`config.mk`:
```
export PLATFORM = sky130hd
export DESIGN_NAME = sbox_bank_flat
export DESIGN_NICKNAME = d
export VERILOG_FILES = /design/src/rtl/sbox_bank_if.sv /design/src/rtl/sbox_bank.sv /design/src/flat_wrapper.sv
export SDC_FILE = /design/constraint.sdc
export NUM_CORES = 2
export LEC_CHECK = 0
export CORE_UTILIZATION = 35
export DETAILED_ROUTE_END_ITERATION = 10
export GPL_TIMING_DRIVEN = 0
export PLACE_DENSITY = 0.56
export SKIP_CTS_REPAIR_TIMING = 1
export SLEW_MARGIN = 20
export SYNTH_ARGS = -nofsm -noshare
export SYNTH_HDL_FRONTEND = slang
export SYNTH_SLANG_ARGS = --single-unit
```
`constraint.sdc`:
```
create_clock -name clk -period 39.6 [get_ports clk]
set_clock_uncertainty 0.15 [all_clocks]
set_input_delay 7.92 -clock clk [delete_from_list [all_inputs] [get_ports clk]]
set_output_delay 7.92 -clock clk [all_outputs]
set_load 0.02 [all_outputs]
```
`src/rtl/sbox_bank_if.sv`:
```
// Lookup stream and table-programming port of sbox_bank.
// The master drives lookups and table writes; the slave is the S-box bank.
interface sbox_bank_if #(
  parameter int LANES = 8,
  parameter int IN_W  = 6,
  parameter int OUT_W = 2,
  parameter int LW    = (LANES > 1) ? $clog2(LANES) : 1
);
  logic                   in_valid;
  logic                   in_ready;
  logic [LANES*IN_W-1:0]  in_data;
  logic                   out_valid;
  logic                   out_ready;
  logic [LANES*OUT_W-1:0] out_data;
  logic                   cfg_we;
  logic [LW-1:0]          cfg_lane;
  logic [IN_W-1:0]        cfg_addr;
  logic [OUT_W-1:0]       cfg_data;

  modport master (
    output in_valid, in_data, out_ready, cfg_we, cfg_lane, cfg_addr, cfg_data,
    input  in_ready, out_valid, out_data
  );

  modport slave (
    input  in_valid, in_data, out_ready, cfg_we, cfg_lane, cfg_addr, cfg_data,
    output in_ready, out_valid, out_data
  );
endinterface

```
`src/rtl/sbox_bank.sv`:
```
// Bank of LANES runtime-programmable S-box tables behind a 2-stage valid/ready
// pipeline: stage 1 registers the addresses, stage 2 registers the lookup result.
module sbox_bank #(
  parameter int LANES = 8,
  parameter int IN_W  = 6,
  parameter int OUT_W = 2,
  localparam int LW   = (LANES > 1) ? $clog2(LANES) : 1
) (
  input logic        clk,
  input logic        rst,
  sbox_bank_if.slave bus
);
  localparam int DEPTH = 1 << IN_W;

  logic                   s1_v;
  logic [LANES*IN_W-1:0]  s1_d;
  logic                   out_valid_q;
  logic [LANES*OUT_W-1:0] out_data_q;
  logic [LANES*OUT_W-1:0] lookup;
  logic                   advance;
  logic                   accept;

  // Table writes win over lookups, so a write cycle never accepts a vector.
  assign advance       = !out_valid_q || bus.out_ready;
  assign bus.in_ready  = advance && !bus.cfg_we && !rst;
  assign accept        = bus.in_valid && bus.in_ready;
  assign bus.out_valid = out_valid_q;
  assign bus.out_data  = out_data_q;

  // One table per lane; a cfg_lane beyond the last lane matches none of them.
  for (genvar l = 0; l < LANES; l++) begin : g_lane
    logic [OUT_W-1:0] mem [DEPTH];

    always_ff @(posedge clk or posedge rst) begin
      if (rst) begin
        mem <= '{default: '0};
      end else if (bus.cfg_we && (bus.cfg_lane == LW'(l))) begin
        mem[bus.cfg_addr] <= bus.cfg_data;
      end
    end

    assign lookup[l*OUT_W +: OUT_W] = mem[s1_d[l*IN_W +: IN_W]];
  end

  always_ff @(posedge clk or posedge rst) begin
    if (rst) begin
      s1_v        <= 1'b0;
      s1_d        <= '0;
      out_valid_q <= 1'b0;
      out_data_q  <= '0;
    end else if (advance) begin
      out_valid_q <= s1_v;
      out_data_q  <= lookup;
      s1_v        <= accept;
      if (accept) begin
        s1_d <= bus.in_data;
      end
    end
  end
endmodule

```
`src/flat_wrapper.sv`:
```
// flat-port wrapper written by rule: the top's interface ports become plain ports
module sbox_bank_flat 
#(
  parameter int LANES = 8,
  parameter int IN_W  = 6,
  parameter int OUT_W = 2,
  localparam int LW   = (LANES > 1) ? $clog2(LANES) : 1
)
  (clk, rst, bus_in_valid, bus_in_data, bus_out_ready, bus_cfg_we, bus_cfg_lane, bus_cfg_addr, bus_cfg_data, bus_in_ready, bus_out_valid, bus_out_data);
  sbox_bank_if #(.LANES(LANES), .IN_W(IN_W), .OUT_W(OUT_W)) bus_i ();
  input logic clk;
  input logic rst;
  input wire logic [$bits(bus_i.in_valid)-1:0] bus_in_valid;
  input wire logic [$bits(bus_i.in_data)-1:0] bus_in_data;
  input wire logic [$bits(bus_i.out_ready)-1:0] bus_out_ready;
  input wire logic [$bits(bus_i.cfg_we)-1:0] bus_cfg_we;
  input wire logic [$bits(bus_i.cfg_lane)-1:0] bus_cfg_lane;
  input wire logic [$bits(bus_i.cfg_addr)-1:0] bus_cfg_addr;
  input wire logic [$bits(bus_i.cfg_data)-1:0] bus_cfg_data;
  output wire logic [$bits(bus_i.in_ready)-1:0] bus_in_ready;
  output wire logic [$bits(bus_i.out_valid)-1:0] bus_out_valid;
  output wire logic [$bits(bus_i.out_data)-1:0] bus_out_data;
  assign bus_i.in_valid = bus_in_valid;
  assign bus_i.in_data = bus_in_data;
  assign bus_i.out_ready = bus_out_ready;
  assign bus_i.cfg_we = bus_cfg_we;
  assign bus_i.cfg_lane = bus_cfg_lane;
  assign bus_i.cfg_addr = bus_cfg_addr;
  assign bus_i.cfg_data = bus_cfg_data;
  assign bus_in_ready = bus_i.in_ready;
  assign bus_out_valid = bus_i.out_valid;
  assign bus_out_data = bus_i.out_data;
  sbox_bank #(.LANES(LANES), .IN_W(IN_W), .OUT_W(OUT_W)) u_core (.clk(clk), .rst(rst), .bus(bus_i));
endmodule
```
### Word-level counts from Yosys, hierarchy flattened

Cells that the tools add are included.

| storage, ports and cells | value |
|---|---|
| bits in registers | 1090 |
| bits of input ports | 64 |
| output and inout port bits | 18 |

| operators by class | value |
|---|---|
| $lt $le $gt $ge | 10 |
| eq/ne operators | 7 |
| multiplexer cells | 34 |
| bitwise operators | 9 |
| reductions and logical operators | 18 |

Operators with widths:

| operator | number |
|---|---|
| $bwmux 128 | 8 |
| $bmux 2 s6 | 8 |
| $ge 7x7->1 const B | 9 |
| $not 6->7 | 9 |
| $mux 2 | 17 |
| $demux 2 s6 | 1 |
| $eq 3x3->1 const B | 4 |
| $logic_and 1x1->1 | 12 |
| $lt 7x1->1 const B | 1 |
| $eq 3x2->1 const B | 2 |
| $eq 3x1->1 const B | 1 |
| $logic_not 1->1 | 3 |
| $logic_not 3->1 | 1 |
| $reduce_and 2->1 | 1 |
| $logic_or 1x1->1 | 1 |

### Longest topological paths before layout

| depth | value |
|---|---|
| word-level depth | 6 |
| gate-level depth with buffers | 9 |

### Worst setup path after synthesis

No wires, ideal clock.

| timing path | value |
|---|---|
| path kind | in2out |
| from | in bus_out_ready |
| to | out bus_in_ready |
| arrival | 8.579 ns |
| data required time | 31.530 ns |
| setup slack | 22.951 ns |
| cell stages on the path | 3 |
| path through | nor2b_1 clkbuf_1 nor3_1 |

| on the way | value |
|---|---|
| word-level cells in the longest chain between the ends | 3 |

RTL lines:

| item | RTL line | RTL |
|---|---|---|
| start, declared | flat_wrapper.sv:15 | `input wire logic [$bits(bus_i.out_ready)-1:0] bus_out_ready;` |
| $logic_or 1x1->1 | sbox_bank.sv:24 | `assign advance = !out_valid_q \|\| bus.out_ready;` |
| $logic_and 1x1->1 (2 in a row) | sbox_bank.sv:25 | `assign bus.in_ready = advance && !bus.cfg_we && !rst;` |
| end, declared | flat_wrapper.sv:20 | `output wire logic [$bits(bus_i.in_ready)-1:0] bus_in_ready;` |

Every way passes these cells.

### Worst setup path after layout

Same ends and word-level chain as after synthesis.

==> results.md <==
* Hold WC Path Type: register to register
* Setup TNS at 0 ns
* TritonCTS Buffers at 115
* CTS tree: built
* R2r startpoint: u_core.bus.out_valid$_DFFE_PP0P_
* Power per cell area at 46.3 nW/um^2
* First-pass GRT wire length at 255 mm
* Maxcap violations at 0
* Drt total wl at 176 mm
* P&R area growth vs syn at 15.9%
* Yosys top cell area share at 0.527
* I/O Buffers at 77
* Reg2Reg Depth at 7
* Yosys cell types at 41
* Fillers at 13700
* Root Driver: clkbuf_16
* Power Total at 0.00278 W
* Fin crit share at 0.455
* Seq. cell area at 27300 um^2
* Yosys warns at 0
* Routed via count at 34400
* Crit Reg-Reg Endpoint: u_core.s1_d[19]$_DFFE_PP0P_
* Finished Layout Cells at 6182
* Mapped Nets at 3997
* Setup crit end kind: output pin
* Synth area leaders: dfrtp_1, mux2_2, mux4_2, mux2i_1, nand2_1
* Status: completed
* P_leak at 27.7 nW
* Crit path required time at 31.53 ns
* Vias in the first global route at 35700
* Drt initial violations at 2653
* Layout cells sized above 1 at 0.367
* Largest net degree at the start of global routing at 103
* Synth Instances at 3933
* Horiz. Die Dim at 386 um
* GR Layer Usage met3 at 0.0419
* Met2 Usage GRT at 0.376
* Final net count at 4223
* Initial Util at 0.354
* Hpwl dp at 125 mm
* Hold path cells at 1
* Hold EP: u_core.bus.out_valid$_DFFE_PP0P_
* Most Crowded Layer GR: met2
* CTS Sinks at 1090
* Ys flop type: dfrtp_1
* Hold path start: u_core.s1_v$_DFFE_PP0P_
* Initial antenna violation count at 15
* CP max FO at 5
* GRT overflow at 0
* Final Wtd Congestion at 0.889
* Met1 usage at 0.312
* Unrepaired setup endpoints after global routing: no
* Skew-Pair Late Insertion Delay at 0.75 ns
* Sequential fraction of the synthesis area at 0.527
* Crit start category: input port
* CTS Buffer Depth at 3
* Class of the most critical setup path: input port to output pin
* Fmax at 55.5 MHz
* Final Hold Fails at 0
* Slew Limit Headroom at 0.179
* Post-synth ARST share at 1.00
* Crit path arrival time at 9.95 ns
* GRT Overall Usage at 0.235
* Die Y at 386 um
* VDD IR-drop max at 0.0000427 V
* Post-synth EDFFs at 0
* Fin Hold WS at 0.311 ns
* Die ar. at 149000 um^2
* Cell taking the most area after synthesis: dfrtp_1
* Post-layout min period at 18.02 ns
* Final Max Slew Viols at 0
* Clock slew at reported path FFs at 0.06 ns
* Worst R2R Setup Slack at 35.94 ns
* FF+latch count, synth at 1090
* CORE AREA at 146000 um^2
* Via/cell ratio at 5.56
* Measured slew at the worst slew-check pin at 1.23 ns
* CTS H-Tree Depth at 3
* Final setup viols at 0
* Mapped cell area at 51700 um^2
* Total placed cells including tap cells at 5959
* Multi-input logic area at 23400 um^2
* Avg Inst Size Synth at 13.2 um^2
* Post-synth top cells: dfrtp_1, mux2_2, nand2_1
* Final ANT Viol Nets at 0
* Drt wl/cell at 28.5 um
* # IOs at 82
* Row count at 140
* Residual DRC at 0
* First-pass detailed-route iteration total at 5
critical path, cell delays in order:
cell,delay (ns)
clkdlybuf4s50_1,0.53
nor2b_1,0.18
clkbuf_1,0.59
nor3_1,0.13
clkdlybuf4s50_1,0.58
sequential cells by signal, summed over array words and instances, names as in the netlist:
register / count
u_core.g_lane.mem: 1024
u_core.s1_d: 48
u_core.bus.out_data: 16
u_core.bus.out_valid: 1
u_core.s1_v: 1
cells by family after synthesis:
family	after synthesis	synth area share
muxes	1481	0.347
DFF	1090	0.527
and+or+nand+nor	840	0.0668
buffers and inverters	291	0.0242
AOI/OAI and AO/OA	231	0.0350
cell type report:
| class | instances | share of cell area |
|---|---|---|
| antenna | 6 | 0.000251 |
| inverter | 2 | 0.000251 |
| clock inverter | 43 | 0.00893 |
| multi-input combinational | 2552 | 0.390 |
| timing repair buffer | 109 | 0.0267 |
| sequential | 1090 | 0.455 |
| clock buffer | 174 | 0.0581 |
| tap | 1917 | 0.0400 |
| buffer | 289 | 0.0209 |
cell usage in the layout (no fill, tap or decap), drive strengths merged, types with 28 or more instances in the layout:
| cell | Yosys | layout |
|---|---|---|
| nand3 | 43 | 43 |
| mux2i | 252 | 252 |
| mux4 | 139 | 139 |
| clkdlybuf4s50 | 0 | 77 |
| a22o | 28 | 28 |
| a22oi | 74 | 74 |
| nor2 | 347 | 347 |
| clkbuf | 195 | 369 |
| buf | 94 | 126 |
| mux2 | 1090 | 1090 |
| nor2b | 30 | 30 |
| nand2 | 351 | 351 |
| dfrtp | 1090 | 1090 |
metrics by stage:
step / setup slack (ns) / area [um^2] / utilization
floorplan: 0.842 / 51700 / -
global placement: -12.90 / 54900 / 0.376
detailed placement: 21.63 / 55900 / 0.383
CTS: 21.63 / 59900 / 0.410
global route: 21.53 / 59900 / 0.410
finish: 21.58 / 59900 / 0.410
how the worst max path moves through the flow:
stage | start | to | cells past startpoint
after floorplan | rst | u_core.bus.out_data[0]$_DFFE_PP0P_ | 1
after global placement | rst | u_core.g_lane[2].mem[90]$_DFFE_PP0P_ | 2
after detailed placement | bus_out_ready | bus_in_ready | 5
final | bus_out_ready | bus_in_ready | 5
after global routing | bus_out_ready | bus_in_ready | 5
after CTS | bus_out_ready | bus_in_ready | 5
report_power, final:
part / switching, W / total, W / internal, W / leakage, nW
registers: 0.0000415 / 0.00120 / 0.00116 / 15.0
logic: 0.000253 / 0.000427 / 0.000174 / 10.7
clock network: 0.000473 / 0.00115 / 0.000676 / 1.99
per-layer routing:
| metal | routed length (um) | vias up |
|---|---|---|
| met5 | 17 | - |
| met4 | 7680 | 4 |
| met3 | 11400 | 306 |
| met2 | 82000 | 1106 |
| met1 | 74900 | 18300 |
| li1 | - | 14700 |
No activity file was read; power rests on OpenSTA's default activity.
==> RTL edit (same flow settings) <==
`OUT_W` is set to 2 in 3 places; all go to 3.
--- a/src/rtl/sbox_bank_if.sv
+++ b/src/rtl/sbox_bank_if.sv
@@ -5,3 +5,3 @@
   parameter int IN_W  = 6,
-  parameter int OUT_W = 2,
+  parameter int OUT_W = 3,
   parameter int LW    = (LANES > 1) ? $clog2(LANES) : 1
--- a/src/rtl/sbox_bank.sv
+++ b/src/rtl/sbox_bank.sv
@@ -5,3 +5,3 @@
   parameter int IN_W  = 6,
-  parameter int OUT_W = 2,
+  parameter int OUT_W = 3,
   localparam int LW   = (LANES > 1) ? $clog2(LANES) : 1
--- a/src/flat_wrapper.sv
+++ b/src/flat_wrapper.sv
@@ -5,3 +5,3 @@
   parameter int IN_W  = 6,
-  parameter int OUT_W = 2,
+  parameter int OUT_W = 3,
   localparam int LW   = (LANES > 1) ? $clog2(LANES) : 1
Ports: changed (resized bus_cfg_data and bus_out_data); port bits go from 82 to 91. No check against the original RTL was run, so the function may have changed too.
==> RTL edit against the original RTL <==
The flow now finishes with violations (DRC). Combinational power rose by 30%. Area after synthesis rose by 44%. Count of clock-buffer cells in the layout rose by 70. Worst setup slack improved by 320 ps. Sequential share of layout area rose by 0.77 points. Sequential cell count rose by 520. Total power rose by 45%. Hold slack improved by 22 ps. Design area rose by 45%. Wire length rose by 45%. Critical endpoint unchanged. Largest power group unchanged. Highest routed layer unchanged.
==> RTL edit: results (changes against the original RTL) <==
[metrics] final-stage net count: 5522 (+31%)
[metrics] via count of the first global-routing pass: 49300 (+38%)
[metrics] flip-flop count of the largest register after layout: 1536 (+50%)
[metrics] total via count after detailed routing: 47400 (+38%)
[metrics] highest fanout seen on the critical path: 6 (+1)
[metrics] top cells by area, synth: sky130_fd_sc_hd__dfrtp_1 (54%), sky130_fd_sc_hd__mux2_2 (23%), sky130_fd_sc_hd__mux4_2 (12%)
[metrics] global-route track usage on met3: 5.18% (+0.99 points)
[metrics] DRC marker count from the first detailed-route iteration: 4263 (+61%)
[metrics] minimum setup slack after placement: 21880 ps (+253 ps)
[metrics] number of antenna violations at the first check in global routing: 29 (+14)
[metrics] filler cell count in the final layout: 19500 (+43%)
[metrics] clk pwr: 0.00172 W (+50%)
[metrics] Mapped Avg Cell Area: 14.6 sq um (+11%)
[metrics] Synth async-reset ratio: 100% (unchanged)
[metrics] wire length of the first global-routing pass: 367000 microns (+44%)
[metrics] total design power: 0.00402 W (+45%)
[metrics] routed vias/inst: 5.63 (+1.2%)
[metrics] pin count of the biggest net entering global routing: 35 (-66%)
[metrics] worst supply voltage drop on vdd: 0.0000466 V (+9.0%)
[metrics] hpwl dp: 185000 microns (+49%)
[metrics] Leakage Power: 40.0 nW (+44%)
[metrics] detailed-router iteration count before antenna repair: 8 (+3)
[metrics] final RePlAce weighted congestion: 0.921 (+3.6%)
[metrics] switching part of the total power: 27.1% (-0.49 points)
[metrics] fraction of final layout cells sized beyond drive strength 1: 44.5% (+7.8 points)
[metrics] power consumed by sequential cells: 0.00175 W (+46%)
[metrics] fraction of synthesized area in multiplexers: 36.5% (+1.9 points)
[metrics] global router's overall resource usage: 23.7% (+0.22 points)
[metrics] net count of the mapped netlist: 5182 (+30%)
[metrics] wire per inst: 30.2 microns (+6.2%)
[metrics] later-pin clock latency in the skew report: 830 ps (+80 ps)
[metrics] part of the Yosys area used for sequential elements: 53.9% (+1.2 points)
[metrics] complex-gate fraction of the synthesized area: 1.90% (-1.6 points)
[metrics] Inst Count DP: 8104 (+36%)
[metrics] GRT met2 Usage: 36.1% (-1.6 points)
[metrics] most instantiated cells after synthesis: sky130_fd_sc_hd__dfrtp_1 (1610), sky130_fd_sc_hd__mux2_2 (1546), sky130_fd_sc_hd__mux4_2 (397)
[metrics] post-detailed-route DRC marker count: 27 (+27)
[metrics] arrival time reported for the critical path endpoint: 9620 ps (-330 ps)
[metrics] synthesized-area fraction occupied by adder cells: 0% (unchanged)
[metrics] failing checks: DRC
[metrics] result of the run: complete, but fails checks
[metrics] H-tree level count: 4 (+1)
[metrics] number of buffers created by CTS: 171 (+49%)
[metrics] number of I/O port buffers: 85 (+10%)
[metrics] fraction of met1 tracks used by global routing: 32.8% (+1.6 points)
[metrics] Slew headroom: 12.0% (-5.9 points)
RTL edit: metal layers:
metal | part of all wire [%] | vias to the layer above
met1 | 43 | 25700
li1 | - | 19500
met4 | 4.3 | 8
met2 | 45 | 1732
met3 | 7.3 | 443
met5 | 0.018 | -
RTL edit: layout make-up:
type | instances | area share (%)
Tap cell | 2821 | 4.05
Sequential cell | 1610 | 46.3
Buffer | 377 | 2.03
Clock buffer | 244 | 5.74
Antenna cell | 10 | 0.0287
Multi-Input combinational cell | 3129 | 37.7
Clock inverter | 68 | 1.11
Timing Repair Buffer | 167 | 3.05
Inverter | 1 | 0.00862
RTL edit: path summary, 6_finish.rpt:
path / start / depth (start not counted) / slack, ps / endpoint
max: bus_out_ready / 6 / 21910 / bus_in_ready
min: u_core.g_lane[1].mem[177] / 1 / 330 / u_core.g_lane[1].mem[177]
max reg2reg: u_core.bus.out_valid / 8 / 36380 / u_core.s1_d[6]
min reg2reg: u_core.g_lane[1].mem[177] / 1 / 330 / u_core.g_lane[1].mem[177]
max in group asynchronous: rst / 10 / 29790 / u_core.g_lane[6].mem[55]
min in group asynchronous: rst / 2 / 7330 / u_core.s1_d[18]
RTL edit: metrics by stage:
stage / hold slack [ps] / instance area, sq um / util (%)
after floorplan: 285 / 74700 / -
after global placement: 318 / 79100 / 37.3
after detailed placement: 306 / 81000 / 38.2
after CTS: 330 / 87000 / 41.0
after global routing: 351 / 87000 / 41.0
final: 333 / 87000 / 41.0
RTL edit: critical path, stage by stage:
cell                              delay (ps)
sky130_fd_sc_hd__clkdlybuf4s50_1         480
sky130_fd_sc_hd__nor2b_1                  50
sky130_fd_sc_hd__clkbuf_2                110
sky130_fd_sc_hd__buf_12                  170
sky130_fd_sc_hd__nor3_1                  220
sky130_fd_sc_hd__clkdlybuf4s50_1         660
